### src/rtl/fetch_queue_pkg.sv
// Shared fetch/decode definitions: address and instruction types plus the
// fetch-queue entry payload.
package fetch_queue_pkg;

    localparam int unsigned ADDR_W = 32;
    localparam int unsigned INST_W = 32;

    typedef logic [ADDR_W-1:0] addr_t;
    typedef logic [INST_W-1:0] inst_t;
    typedef logic              bool;

    typedef struct packed {
        addr_t pc;
        inst_t inst;
        bool   fault;
    } fq_entry_t;

    localparam int unsigned FQ_ENTRY_W = $bits(fq_entry_t);

endpackage

### src/rtl/fetch_queue_ring_ptr.sv
// Ring pointer with an extra wrap bit; a plain binary increment over the full
// width wraps the index and toggles the wrap bit in one step.
module ring_ptr #(
    parameter int unsigned IDX_W = 3
) (
    input  logic           i_clk,
    input  logic           i_reset,
    input  logic           i_clr,
    input  logic           i_inc,
    output logic [IDX_W:0] o_ptr
);

    logic [IDX_W:0] r_ptr;

    always_ff @(posedge i_clk) begin
        if (i_reset || i_clr) begin
            r_ptr <= '0;
        end else if (i_inc) begin
            r_ptr <= r_ptr + (IDX_W+1)'(1);
        end
    end

    assign o_ptr = r_ptr;

endmodule

### src/rtl/fetch_queue.sv
// Decoupling FIFO between instruction fetch and decode with single-cycle
// flush, occupancy count and an almost-full throttle hint.
module fetch_queue
    import fetch_queue_pkg::*;
#(
    parameter int unsigned DEPTH    = 8,
    parameter int unsigned AFULL_TH = DEPTH - 2
) (
    input  logic                   i_clock,
    input  logic                   i_reset,
    input  logic                   i_flush,
    input  logic                   i_in_valid,
    output logic                   o_in_ready,
    input  addr_t                  i_in_pc,
    input  inst_t                  i_in_inst,
    input  bool                    i_in_fault,
    output bool                    o_out_valid,
    input  logic                   i_out_ready,
    output addr_t                  o_out_pc,
    output inst_t                  o_out_inst,
    output bool                    o_out_fault,
    output logic [$clog2(DEPTH):0] o_count,
    output logic                   o_afull
);

    localparam int unsigned IDX_W = $clog2(DEPTH);
    localparam int unsigned PTR_W = IDX_W + 1;

    logic [PTR_W-1:0] w_head;
    logic [PTR_W-1:0] w_tail;
    logic             w_empty;
    logic             w_full;
    logic             w_enq;
    logic             w_deq;
    logic [PTR_W-1:0] w_count;
    fq_entry_t        w_head_entry;

    fq_entry_t r_mem [DEPTH];

    // Occupancy state is fully derived from the pointer pair.
    assign w_empty = (w_head == w_tail);
    assign w_full  = (w_head[IDX_W-1:0] == w_tail[IDX_W-1:0]) &&
                     (w_head[IDX_W] != w_tail[IDX_W]);

    assign w_enq = i_in_valid && !w_full && !i_flush;
    assign w_deq = !w_empty && i_out_ready && !i_flush;

    ring_ptr #(.IDX_W(IDX_W)) u_head_ptr (
        .i_clk   (i_clock),
        .i_reset (i_reset),
        .i_clr   (i_flush),
        .i_inc   (w_deq),
        .o_ptr   (w_head)
    );

    ring_ptr #(.IDX_W(IDX_W)) u_tail_ptr (
        .i_clk   (i_clock),
        .i_reset (i_reset),
        .i_clr   (i_flush),
        .i_inc   (w_enq),
        .o_ptr   (w_tail)
    );

    // Entry storage; contents survive flush and reset, only pointers clear.
    always_ff @(posedge i_clock) begin
        if (!i_reset && w_enq) begin
            r_mem[w_tail[IDX_W-1:0]] <= '{pc: i_in_pc, inst: i_in_inst, fault: i_in_fault};
        end
    end

    assign w_head_entry = w_empty ? '0 : r_mem[w_head[IDX_W-1:0]];
    assign w_count      = w_tail - w_head;

    assign o_in_ready  = !w_full;
    assign o_out_valid = !w_empty;
    assign o_out_pc    = w_head_entry.pc;
    assign o_out_inst  = w_head_entry.inst;
    assign o_out_fault = w_head_entry.fault;
    assign o_count     = w_count;
    assign o_afull     = 32'(w_count) >= AFULL_TH;

endmodule

### config.mk
export PLATFORM = sky130hd
export DESIGN_NAME = fetch_queue
export DESIGN_NICKNAME = d
export VERILOG_FILES = /design/src/rtl/fetch_queue_pkg.sv /design/src/rtl/fetch_queue_ring_ptr.sv /design/src/rtl/fetch_queue.sv
export SDC_FILE = /design/constraint.sdc
export NUM_CORES = 1
export LEC_CHECK = 0
export ABC_AREA = 0
export BUFFER_PORTS_ARGS = -buffer_cell sky130_fd_sc_hd__buf_2
export CORE_MARGIN = 10
export CORE_UTILIZATION = 50
export DETAILED_ROUTE_END_ITERATION = 10
export HOLD_SLACK_MARGIN = 0.06
export PLACE_DENSITY = 0.68
export SETUP_SLACK_MARGIN = 0.5
export SLEW_MARGIN = 15
export SYNTH_ARGS = -nofsm -noshare
export SYNTH_HDL_FRONTEND = slang
export SYNTH_HIERARCHICAL = 1
export SYNTH_SLANG_ARGS = --single-unit
### constraint.sdc
create_clock -name i_clock -period 12.83 [get_ports i_clock]
set_input_delay 0.6415 -clock i_clock [delete_from_list [all_inputs] [get_ports i_clock]]
set_output_delay 0.6415 -clock i_clock [all_outputs]
set_load 0.005 [all_outputs]
After elaboration in Yosys (flattened, before gate mapping)
Memory sizes are Yosys's and may differ from the RTL's. A register that Yosys moved wholly into a read port is not among the register bits.
Index checks and enable logic that the tools add are counted.
Word-level totals
  logic and storage cells: 26
  memory bits (writable): 520
  memories: 1
  output and inout port bits: 72
  register bits after elaboration: 8
  input bits: 70
Operators by class
  equal/unequal tests: 3
  mux-type cells: 5
  add/subtract/negate cells: 3
  reduce and logical (&&, ||, !) cells: 11
  $lt $le $gt $ge: 1
Memory list
  r_mem: depth 8, width 65, read ports 1, clocked after Yosys merged registers in 1, wr ports 1, line fetch_queue.sv:38  | fq_entry_t r_mem [DEPTH];
Operators by type and width (number)
  2-to-1 mux 65 bit: 1
  adder 4 x 1 -> 4 bit, second input constant: 2
  logical AND 1 bit: 6
  2-to-1 mux 3 bit: 2
  == test 4 bit: 1
  greater-or-equal comparator 4 x 3 -> 1 bit, second input constant: 1
  zero test 1 bit: 4
  subtractor 4 bit: 1
  == test 3 bit: 1
  2-to-1 mux 1 bit: 2
  logical OR 1 bit: 1
  != test 1 bit: 1

Longest topological paths before layout
Gate-level depths: netlist of run 1.
  depth after elaboration: 8
  mapped depth: 9
  mapped depth without buffers: 7

Modules after synthesis
The synthesis of run 1 kept the hierarchy.
By module, submodules not included
  fetch_queue: seq. area each 15615.0 µm², cells each 1084, area each 21533.2 µm², times used 1
  ring_ptr: seq. area each 80.1 µm², cells each 17, area each 177.7 µm², times used 2

Worst setup path before layout of run 1
OpenSTA, ideal clock, no wires.
  kind: register -> register
  from: register u_head_ptr.r_ptr[1] (netlist: u_head_ptr/o_ptr[1])
  to: memory r_mem[1][0] (netlist bit) (enable)
  required time: 12182 ps
  setup slack: 4915 ps
  setup time: 648 ps
  data arrival time: 7266 ps
  period minus slack after synthesis: 7915 ps
  buffers on the path: 0
  stages on the path, launching flop included: 6
  path through: dfxtp_1 inv_1 ha_1 nand3_1 o211ai_1 nor4_1
Between the ends
  longest elaborated chain between the ends: 8
RTL lines
  start, declared: line fetch_queue_ring_ptr.sv:13  | logic [IDX_W:0] r_ptr;
  start signal, assigned: line fetch_queue_ring_ptr.sv:19  | r_ptr <= r_ptr + (IDX_W+1)'(1);
  == test 3 bit: line fetch_queue.sv:42  | assign w_full = (w_head[IDX_W-1:0] == w_tail[IDX_W-1:0]) &&
  logical AND 1 bit: line fetch_queue.sv:42
  zero test 1 bit: line fetch_queue.sv:45  | assign w_enq = i_in_valid && !w_full && !i_flush;
  logical AND 1 bit (2 in a row): line fetch_queue.sv:45
  logical AND 1 bit: line fetch_queue.sv:66  | if (!i_reset && w_enq) begin
  2-to-1 mux 1 bit: line fetch_queue.sv:66
  2-to-1 mux 1 bit (not written as such): line fetch_queue.sv:67  | r_mem[w_tail[IDX_W-1:0]] <= '{pc: i_in_pc, inst: i_in_inst, fault: i_in_fault};
  end, declared: line fetch_queue.sv:38
No other way between the ends.

Final worst setup path of run 1
  from: register u_head_ptr.r_ptr[0] (netlist: u_head_ptr/o_ptr[0])
  to: output port o_out_inst[2]
Between the ends
  longest elaborated chain between the ends: 2
RTL lines
  == test 4 bit: line fetch_queue.sv:41  | assign w_empty = (w_head == w_tail);
  2-to-1 mux 65 bit: line fetch_queue.sv:71  | assign w_head_entry = w_empty ? '0 : r_mem[w_head[IDX_W-1:0]];
  end, declared: line fetch_queue.sv:20  | output inst_t o_out_inst,
No other way between the ends.

==> run metrics, run 1 <==
via count 10,600; Clock Latency Late Sink 0.59 ns; CP Class reg2out; DRC viols 0; Gate Count Post-Synth 1,118; FF-to-FF setup slack 8.78 ns; placed cells 1,799; dominant cells by area after synthesis edfxtp_1, mux2i_1, mux2_4, o22ai_2, mux2_2; Worst Path Max Fanout 62; die width around 230 um; sw frac 0.199; area of the multi-input gates 0.00559 mm2; row count 76; Hold Vio Cnt, Final 0; IO Count 142; adder-cell share of the synthesized area 0.00377; Setup TNS 0 ns; Simple-Gate Fraction of Synth Area 0.0397; final WL 45.3 mm; # fillers approximately 3,300; Routed Antenna Nets 0; hpwl dp around 24 mm; clk root buf clkbuf_16; Port Buffer Count 141; Flop pwr share 0.563; total grt overflow 0; register area share after synthesis 0.721; TritonCTS Sinks 528; Synth top area share 0.713; vias in the first global route approximately 11,000; min-delay src i_in_pc[27]; RR Endpoint r_mem[0][30]$_DFFE_PP_; CTS HTree Levels 2; Synth Area in XOR/XNOR 0.00234; Int Power 0.00271 W; Worst Setup EP o_out_inst[2]; postcts setup bufs 0; CTS max path bufs 3; CP Launch Type flip-flop; Register Area 0.0158 mm2; largest net degree at the start of global routing 63; YS warnings 6; cell type with the largest total area after synthesis edfxtp_1; Clk network pwr share 0.413; final worst-path cycle share 0.381; static leakage roughly 7.9 nW; chip height about 230 um; Critical Path AT 4.25 ns; global-route wire length before repair between 60 and 70 mm; Mean Syn Cell Area approximately 20 um2; worst r2r src u_head_ptr/o_ptr[0]$_SDFFE_PP0P_; Compound-Gate Fraction of Synth Area 0.0659; initial antenna violation count 9; worst-margin pin slew approximately 1.1 ns; largest family of logic cells by synthesized area multiplexers; Placeable Area 0.0432 mm2; Pins Over Slew Limit 0; router iterations before antenna repair 4; Seq cells post-synth 528; Power Dens Cells 138 mW/mm2; Area growth, synth to finish 12.1%; count of different cell masters after synthesis 40; CTS tree done; Num CTS Buffers 53; Total GRT Usage 0.169; Setup Skew 0.0285 ns; Worst slew margin 0.287; post-layout min period between 4 and 5 ns; post-synth net total about 1,200; routed vias/inst 5.56; Crit. End Element output pin; Hold Buf Count CTS 0; Worst Setup SP u_head_ptr/o_ptr[0]$_SDFFE_PP0P_; Worst IR Drop VDD 0.101 mV; Initial Util 0.507; die area 0.0525 mm2; fmax 205 MHz; # setup viols final 0; First DRT Iteration DRCs 683; multiplexer share of the synthesized area 0.139; Psw 0.000672 W; max_cap viols 0; Routed WL per cell roughly 24 um; Worst Hold Class in2reg; non-filler instance count after layout 1,901; unrepaired setup endpoints after global routing no; status finished clean; Mapped Area roughly 0.022 mm2; PostCTS Resize Cnt 0; CP Data Required Time about 12 ns; part of the power in combinational logic 0.024; Nets approximately 1,300; RD Place Congestion between 0.7 and 0.8; Clock transition at path regs approximately 0.060 ns; share of cells above drive strength 1 0.385; reg2reg path depth 5
## stage by stage
stage	setup slack, ns	instance area (um2)	total power [W]	hold WS [ns]	util
final	7.94	24500	0.00338	0.318	0.569
after global routing	7.73	24500	0.00349	0.313	0.568
after CTS	7.89	24500	0.00342	0.283	0.568
after detailed placement	8.54	23000	0.00202	0.607	0.532
after global placement	8.56	23000	0.00202	0.568	0.532
after floorplan	4.92	21900	0.00198	0.536	-
## cells in the final DEF (no fill, tap or decap), types with 3 or more instances in the layout
master	count
a21oi_1	4
a22o_1	65
buf_2	141
buf_4	19
clkbuf_1	15
clkbuf_16	53
clkinv_1	15
clkinv_2	11
dfxtp_1	7
diode_2	3
edfxtp_1	520
ha_1	5
inv_1	6
mux2_1	6
mux2_2	61
mux2_4	65
mux2i_1	132
nand3b_1	4
nor2_1	6
nor2_4	8
nor3_2	65
o22ai_2	65
xnor2_1	4
## power by group through the flow
| stage | registers (W) | clock network, W | logic, W |
|---|---|---|---|
| CTS | 0.00190 | 0.00143 | 0.0000814 |
| finish | 0.00190 | 0.00140 | 0.0000803 |
| floorplan | 0.00194 | 0 | 0.0000367 |
| global placement | 0.00194 | 0 | 0.0000781 |
| detailed placement | 0.00194 | 0 | 0.0000812 |
| global route | 0.00190 | 0.00150 | 0.0000880 |
## worst max-delay path: stages, from the launching register on
cell,delay [ns]
dfxtp_4,1.05
buf_4,0.84
buf_4,0.78
mux2_2,0.30
o22ai_2,0.07
nor3_2,0.33
buf_2,0.19
## state kept, by name (all words and copies together), names as in the netlist
register and count:
u_head_ptr/o_ptr 4, r_mem 520, u_tail_ptr/o_ptr 4
## cell type report
cell class              instances  share of cell area
multi-input cells             519               0.228
well taps                     585              0.0298
flip-flops and latches        528               0.643
inverters                       7             0.00107
repair buffers                160              0.0346
clock inverters                31             0.00724
clock buffers                  68              0.0563
diodes                          3            0.000306
## worst min path at each step
| stage | depth (start not counted) | slack [ns] | end |
|---|---|---|---|
| after floorplan | 2 | 0.54 | u_tail_ptr/o_ptr[0]$_SDFFE_PP0P_ |
| after global placement | 2 | 0.57 | u_tail_ptr/o_ptr[0]$_SDFFE_PP0P_ |
| after detailed placement | 2 | 0.61 | u_tail_ptr/o_ptr[0]$_SDFFE_PP0P_ |
| after CTS | 1 | 0.28 | r_mem[6][26]$_DFFE_PP_ |
| after global routing | 1 | 0.31 | r_mem[5][17]$_DFFE_PP_ |
| final | 1 | 0.32 | r_mem[2][60]$_DFFE_PP_ |
## cell families (layout without fill, tap and decap cells)
logic type,after synthesis,after routing
flops,528,528
mux,264,264
compound gates,139,139
simple gates,105,105
buf+inv,71,266
fa+ha+maj,6,6
xor+xnor,5,5
other cells,0,3
## metal layers
metal | global-route usage | vias up | share of wire
met5 | 0 | - | 0.0018
met4 | 0.0497 | 12 | 0.017
met3 | 0.0358 | 62 | 0.049
met2 | 0.284 | 231 | 0.50
met1 | 0.217 | 5449 | 0.43
li1 | - | 4814 | -
## Yosys cell counts (all sizes together)
cell,instances
nor3b,3
or3,1
ha,5
o211ai,2
xor2,1
o22ai,65
nand3,1
and2,1
nand4,2
nand2b,2
mux2,132
clkbuf,13
fa,1
xnor2,4
mux2i,132
dfxtp,8
nand2,3
and3,1
a22o,65
nand3b,4
or2,2
inv,7
nor4,2
nor3,67
nor2b,2
nor2,14
edfxtp,520
o21ai,1
a21oi,4
a21bo,2
buf,51
No activity file was read; power rests on OpenSTA's default activity.
==> run 2: changes to the inputs <==
==> constraint.sdc (replaced) <==
create_clock -name i_clock -period 5.1 [get_ports i_clock]
set_input_delay 0.255 -clock i_clock [delete_from_list [all_inputs] [get_ports i_clock]]
set_output_delay 0.255 -clock i_clock [all_outputs]
set_load 0.005 [all_outputs]
==> run 2 against run 1 <==
First-iteration DRC count up 17%. Die area unchanged. Sequential power rose to 2.5 times the previous value. Final cell count up 3.0%. Clock skew down 0.010 ns. Non-clock buffer count up 65. Critical path type unchanged. Register-to-register slack worse by 7.0 ns. Sequential share of layout area down 1.8 points. Sequential cell count unchanged.
==> run metrics, run 2 (synthesis gave the netlist of run 1 again) <==
worst r2r src u_head_ptr/o_ptr[1]$_SDFFE_PP0P_ (was u_head_ptr/o_ptr[0]$_SDFFE_PP0P_); worst-margin pin slew 1.11 ns (was 1.07 ns); Setup TNS 0 ns (unchanged); hpwl dp 24.5 mm (was 24.1 mm); final worst-path cycle share 0.737; area of the multi-input gates 0.00561 mm2 (was 0.00559 mm2); # fillers 3,268 (was 3,340); die area 0.0525 mm2 (unchanged); RD Place Congestion 0.729 (was 0.723); CTS HTree Levels 2 (unchanged); FF-to-FF setup slack 1.77 ns (was 8.78 ns); pre-CTS WS 1.76 ns (was 8.54 ns); reg2reg path depth 6 (was 5); Placeable Area 0.0432 mm2 (unchanged); static leakage 8.17 nW (was 7.89 nW); via count 10,800 (was 10,600); Register Area 0.0158 mm2 (unchanged); CP Data Required Time 4.85 ns (was 12.19 ns); fmax 266 MHz; CP Launch Type flip-flop (unchanged); total grt overflow 0 (unchanged); Clock transition at path regs 0.06 ns (about the same); Nets 1,409 (was 1,345); Hold Vio Cnt, Final 0 (unchanged); postcts setup bufs 0 (unchanged); die width 229 um (unchanged); CTS max path bufs 3 (unchanged); Routed WL per cell 22.8 um (was 23.8 um); clk root buf clkbuf_16 (unchanged); commonest non-fill, non-tap cell in the layout edfxtp_1 (unchanged); Critical Path AT 3.50 ns (was 4.25 ns); Worst Path Max Fanout 55 (was 62); Area growth, synth to finish 15.4% (was 12.1%); min-delay src i_reset (was i_in_pc[27]); Worst IR Drop VDD 0.291 mV (was 0.101 mV); Routed Antenna Nets 0 (unchanged); Num CTS Buffers 52 (was 53); RR Endpoint r_mem[3][17]$_DFFE_PP_ (was r_mem[0][30]$_DFFE_PP_); max reg flops 520 (unchanged); DRC viols 0 (unchanged); share of cells above drive strength 1 0.367 (was 0.385); IO Count 142 (unchanged); hold_ws 0.160 ns (was 0.318 ns); PostCTS Resize Cnt 0 (unchanged); initial antenna violation count 3 (was 9); global-route wire length before repair 69.0 mm (was 68.1 mm); Worst Hold Endpoint u_head_ptr/o_ptr[3]$_SDFFE_PP0P_ (was r_mem[2][60]$_DFFE_PP_); CTS tree done (unchanged); First DRT Iteration DRCs 800 (was 683); router iterations before antenna repair 7 (was 4); Clock Latency Late Sink 0.58 ns (was 0.59 ns); Worst slew margin 0.260 (was 0.287); M2 GR Usage 0.276 (was 0.284); TritonCTS Sinks 528 (unchanged); Setup Skew 0.0183 ns (was 0.0285 ns); routed vias/inst 5.51 (was 5.56); met3 usage 0.0283 (was 0.0358); post-layout min period 3.76 ns; Power Dens Cells 339 mW/mm2 (was 138 mW/mm2); row count 76 (unchanged); chip height 229 um (unchanged); total power draw 0.00857 W (was 0.00338 W); Top Usage Layer GRT met2 (unchanged); worst hold stages 3 (was 1); final setup margin 1.34 ns (was 7.94 ns); unrepaired setup endpoints after global routing no (unchanged); final WL 44.6 mm (was 45.3 mm); commonest cells after routing, fill and taps aside edfxtp_1, buf_2, mux2i_1, dlygate4sd3_1 (was edfxtp_1, buf_2, mux2i_1); Worst Hold Class in2reg (unchanged); met1 Usage GRT 0.226 (was 0.217); status finished clean (unchanged); Pins Over Slew Limit 0 (unchanged); CP Class reg2out (unchanged); vias in the first global route 11,300 (was 11,000); Total GRT Usage 0.167 (was 0.169); # setup viols final 0 (unchanged); Crit. End Element output pin (unchanged); max_cap viols 0 (unchanged); largest net degree at the start of global routing 152 (was 63); Port Buffer Count 141 (unchanged); Initial Util 0.507 (unchanged)
[run 2: changes by cell type in the layout (fill, tap and decap cells not counted), sizes merged]
cell | previous run | this run
dlygate4sd3 | 0 | 66
bufinv | 1 | 2
diode | 3 | 1
inv | 10 | 7
buf | 160 | 159
clkinv | 26 | 18
clkbuf | 68 | 72
[run 2: power by group]
group	switching [W]	total, W	internal (W)
clock	0.00152	0.00353	0.00201
combinational	0.000143	0.000251	0.000108
sequential	0.00000538	0.00479	0.00478
[run 2: worst max path at each step]
stage,startpoint,end,slack [ns]
after floorplan,u_tail_ptr/o_ptr[2]$_SDFFE_PP0P_,r_mem[7][0]$_DFFE_PP_,0.69
after global placement,u_head_ptr/o_ptr[1]$_SDFFE_PP0P_,r_mem[3][20]$_DFFE_PP_,1.82
after detailed placement,u_head_ptr/o_ptr[1]$_SDFFE_PP0P_,r_mem[3][23]$_DFFE_PP_,1.76
after CTS,u_head_ptr/o_ptr[0]$_SDFFE_PP0P_,o_out_pc[17],1.30
after global routing,u_head_ptr/o_ptr[0]$_SDFFE_PP0P_,o_out_pc[18],1.19
final,u_head_ptr/o_ptr[0]$_SDFFE_PP0P_,o_out_pc[22],1.34
[run 2: repair_timing]
action,in CTS,in global routing
hold buffers,66,0
endpoints found under the hold margin,524,0
endpoints found under the setup margin,0,0
[run 2: cell type report]
cell class,count,area share
Sequential cell,528,0.625
Multi-Input combinational cell,519,0.222
Timing Repair Buffer,225,0.0614
Clock buffer,72,0.0553
Tap cell,585,0.0290
Clock inverter,21,0.00609
Inverter,7,0.00104
Antenna cell,1,0.0000991
[run 2: metrics by stage]
stage,instances,instance area (um2),utilization
3_5_place_dp,1798,23000,0.534
3_3_place_gp,1798,23000,0.534
5_1_grt,1958,25300,0.585
4_1_cts,1957,25200,0.585
6_report,1958,25300,0.585
2_1_floorplan,1118,21900,-
[run 2: worst max-delay path, cell delays in order, from the launching register on]
cell and delay (ns):
dfxtp_4 0.60, buf_4 0.62, buf_4 0.82, mux2_2 0.42, o22ai_2 0.15, nor3_2 0.06, buf_2 0.15
[run 2: layer usage]
metal,vias to the layer above,share of wire,wire (um)
met5,-,0.00031,14
met4,4,0.018,795
met3,59,0.039,1740
met2,218,0.49,21700
met1,5571,0.46,20400
li1,4942,-,-
==> run 3: changes to the inputs <==
==> constraint.sdc (replaced) <==
create_clock -name i_clock -period 3.87 [get_ports i_clock]
set_input_delay 0.1935 -clock i_clock [delete_from_list [all_inputs] [get_ports i_clock]]
set_output_delay 0.1935 -clock i_clock [all_outputs]
set_load 0.005 [all_outputs]
==> run 3 against run 2 <==
Sequential share of layout area down 0.78 points. Register-to-register slack got worse by 0.60 ns. Via count shrank 0.19%. First-iteration DRC count down 21%. Setup slack got worse by 0.71 ns. Sequential power grew 32%. Clock skew increased by 0.0034 ns. Routed wire length down 0.95%. Clock power grew 42%. Final cell count increased by 0.56%. Largest cell class unchanged.
==> run metrics, run 3 (synthesis gave the netlist of run 1 again) <==
Area growth, synth to finish 16.9% (was 15.4%); post-layout util 0.593 (was 0.585); die area 0.0525 mm2 (unchanged); CTS max path bufs 3 (unchanged); Flop pwr share 0.542 (was 0.559); Int Power 0.00937 W (was 0.00690 W); final worst-path cycle share 0.835; Register Area 0.0158 mm2 (about the same); Port Buffer Count 141 (unchanged); largest net degree at the start of global routing 141 (was 152); fmax 309 MHz; Worst Setup EP o_out_inst[16] (was o_out_pc[22]); Setup TNS 0 ns (unchanged); initial antenna violation count 5 (was 3); reg2reg path depth 5 (was 6); sw frac 0.196 (was 0.195); FF-to-FF setup slack 1.17 ns (was 1.77 ns); DRC viols 0 (unchanged); part of the power in combinational logic 0.028 (was 0.029); RR Endpoint r_mem[3][36]$_DFFE_PP_ (was r_mem[3][17]$_DFFE_PP_); RD Place Congestion 0.725 (was 0.729); Worst IR Drop VDD 0.356 mV (was 0.291 mV); Crit. End Element output pin (unchanged); Worst Setup SP u_head_ptr/o_ptr[0]$_SDFFE_PP0P_ (unchanged); CP Data Required Time 3.68 ns (was 4.85 ns); worst r2r src u_head_ptr/o_ptr[0]$_SDFFE_PP0P_ (was u_head_ptr/o_ptr[1]$_SDFFE_PP0P_); M2 GR Usage 0.274 (was 0.276); static leakage 8.29 nW (was 8.17 nW); Initial Util 0.507 (unchanged); hpwl dp 22.8 mm (was 24.5 mm); share of cells above drive strength 1 0.376 (was 0.367); Setup Skew 0.0217 ns (was 0.0183 ns); post-layout min period 3.23 ns; chip height 229 um (unchanged); final setup margin 0.638 ns (was 1.34 ns); Worst slew margin 0.213 (was 0.260); non-filler instance count after layout 1,969 (was 1,958); First DRT Iteration DRCs 629 (was 800); die width 229 um (unchanged); Worst Hold Class in2reg (unchanged); final WL 44.2 mm (was 44.6 mm); routed vias/inst 5.47 (was 5.51); TritonCTS Sinks 528 (unchanged); global-route wire length before repair 68.3 mm (was 69.0 mm); Critical Path AT 3.04 ns (was 3.50 ns); Clock Latency Late Sink 0.61 ns (was 0.58 ns); Nets 1,415 (was 1,409); unrepaired setup endpoints after global routing no (unchanged); CTS tree done (unchanged); CTS HTree Levels 2 (unchanged); status finished clean (unchanged); met1 Usage GRT 0.220 (was 0.226); # setup viols final 0 (unchanged); CP Launch Type flip-flop (unchanged); pre-CTS WS 1.16 ns (was 1.76 ns); worst-margin pin slew 1.18 ns (was 1.11 ns); Routed Antenna Nets 0 (unchanged); commonest non-fill, non-tap cell in the layout edfxtp_1 (unchanged); vias in the first global route 11,400 (was 11,300); Clock transition at path regs 0.06 ns (about the same); total grt overflow 0 (unchanged); Worst Path Max Fanout 140 (was 55); placed cells 1,799 (was 1,798); # fillers 3,226 (was 3,268); Total GRT Usage 0.166 (was 0.167); met3 usage 0.0355 (was 0.0283); Placeable Area 0.0432 mm2 (unchanged); Top Usage Layer GRT met2 (unchanged); Clk network pwr share 0.430 (was 0.412); postcts setup bufs 0 (unchanged); router iterations before antenna repair 4 (was 7); commonest cells after routing, fill and taps aside edfxtp_1, buf_2, mux2i_1, dlygate4sd3_1 (unchanged); final instance area 0.0256 mm2 (was 0.0253 mm2); Num CTS Buffers 55 (was 52); Psw 0.00228 W (was 0.00167 W); row count 76 (unchanged); CP Class reg2out (unchanged); max_cap viols 0 (unchanged); Routed WL per cell 22.5 um (was 22.8 um); clk root buf clkbuf_16 (unchanged); via count 10,800 (about the same); Pins Over Slew Limit 0 (unchanged); Power Dens Cells 455 mW/mm2 (was 339 mW/mm2); max reg flops 520 (unchanged); Hold Vio Cnt, Final 0 (unchanged); IO Count 142 (unchanged); dpl cell area 0.0232 mm2 (was 0.0230 mm2); area of the multi-input gates 0.00565 mm2 (was 0.00561 mm2)
==> run 3: changes by cell type in the layout (fill, tap and decap cells not counted), sizes merged <==
cell / before / now
clkbuf: 72 / 76
bufinv: 2 / 4
dlygate4sd3: 66 / 68
inv: 7 / 9
buf: 159 / 160
clkinvlp: 1 / 0
diode: 1 / 2
==> run 3: per-stage QoR <==
step | power [W] | hold slack [ns]
6_report | 0.0117 | 0.260
5_1_grt | 0.0120 | 0.270
4_1_cts | 0.0118 | 0.237
3_5_place_dp | 0.00670 | 0.468
3_3_place_gp | 0.00669 | 0.458
2_1_floorplan | 0.00656 | 0.292
==> run 3: power by group through the flow <==
stage          clock [W]  sequential, W  combinational [W]
2_1_floorplan          0        0.00643           0.000123
3_3_place_gp           0        0.00643           0.000266
6_report         0.00501        0.00631           0.000329
4_1_cts          0.00511        0.00631           0.000334
3_5_place_dp           0        0.00643           0.000274
5_1_grt          0.00536        0.00631           0.000360
==> run 3: final cells by class <==
| type | count | share of cell area |
|---|---|---|
| sequential | 528 | 0.617 |
| multi-input combinational | 519 | 0.221 |
| timing repair buffer | 228 | 0.0656 |
| clock buffer | 76 | 0.0577 |
| tap | 585 | 0.0286 |
| clock inverter | 24 | 0.00895 |
| inverter | 7 | 0.00103 |
| antenna | 2 | 0.000196 |
==> run 3: worst min path at each step <==
stage                            start                          endpoint  slack [ns]  depth (start not counted)
final                       i_in_valid  u_tail_ptr/o_ptr[2]$_SDFFE_PP0P_        0.26                          5
after global routing        i_in_valid  u_tail_ptr/o_ptr[2]$_SDFFE_PP0P_        0.27                          5
after CTS                   i_in_valid  u_tail_ptr/o_ptr[2]$_SDFFE_PP0P_        0.24                          5
after detailed placement  i_in_inst[8]             r_mem[0][9]$_DFFE_PP_        0.47                          1
after global placement    i_in_inst[8]             r_mem[0][9]$_DFFE_PP_        0.46                          1
after floorplan             i_in_fault             r_mem[0][0]$_DFFE_PP_        0.29                          0
==> run 3: layer usage <==
layer	wire, um	vias up	part of all wire
met1	19600	5521	0.44
li1	-	4949	-
met3	2160	68	0.049
met4	833	6	0.019
met2	21600	230	0.49
met5	36	-	0.00081
==> run 3: worst max-delay path: stages, from the launching register on <==
cell	delay (ns)
dfxtp_4	0.54
buf_12	0.59
mux2_2	0.33
o22ai_2	0.07
nor3_2	0.34
buf_2	0.18
==> run 3: repair_timing <==
action	4_1_cts	5_1_grt
endpoints found under the setup margin	0	0
endpoints found under the hold margin	528	0
hold buffers	68	0
resized for setup	0	0
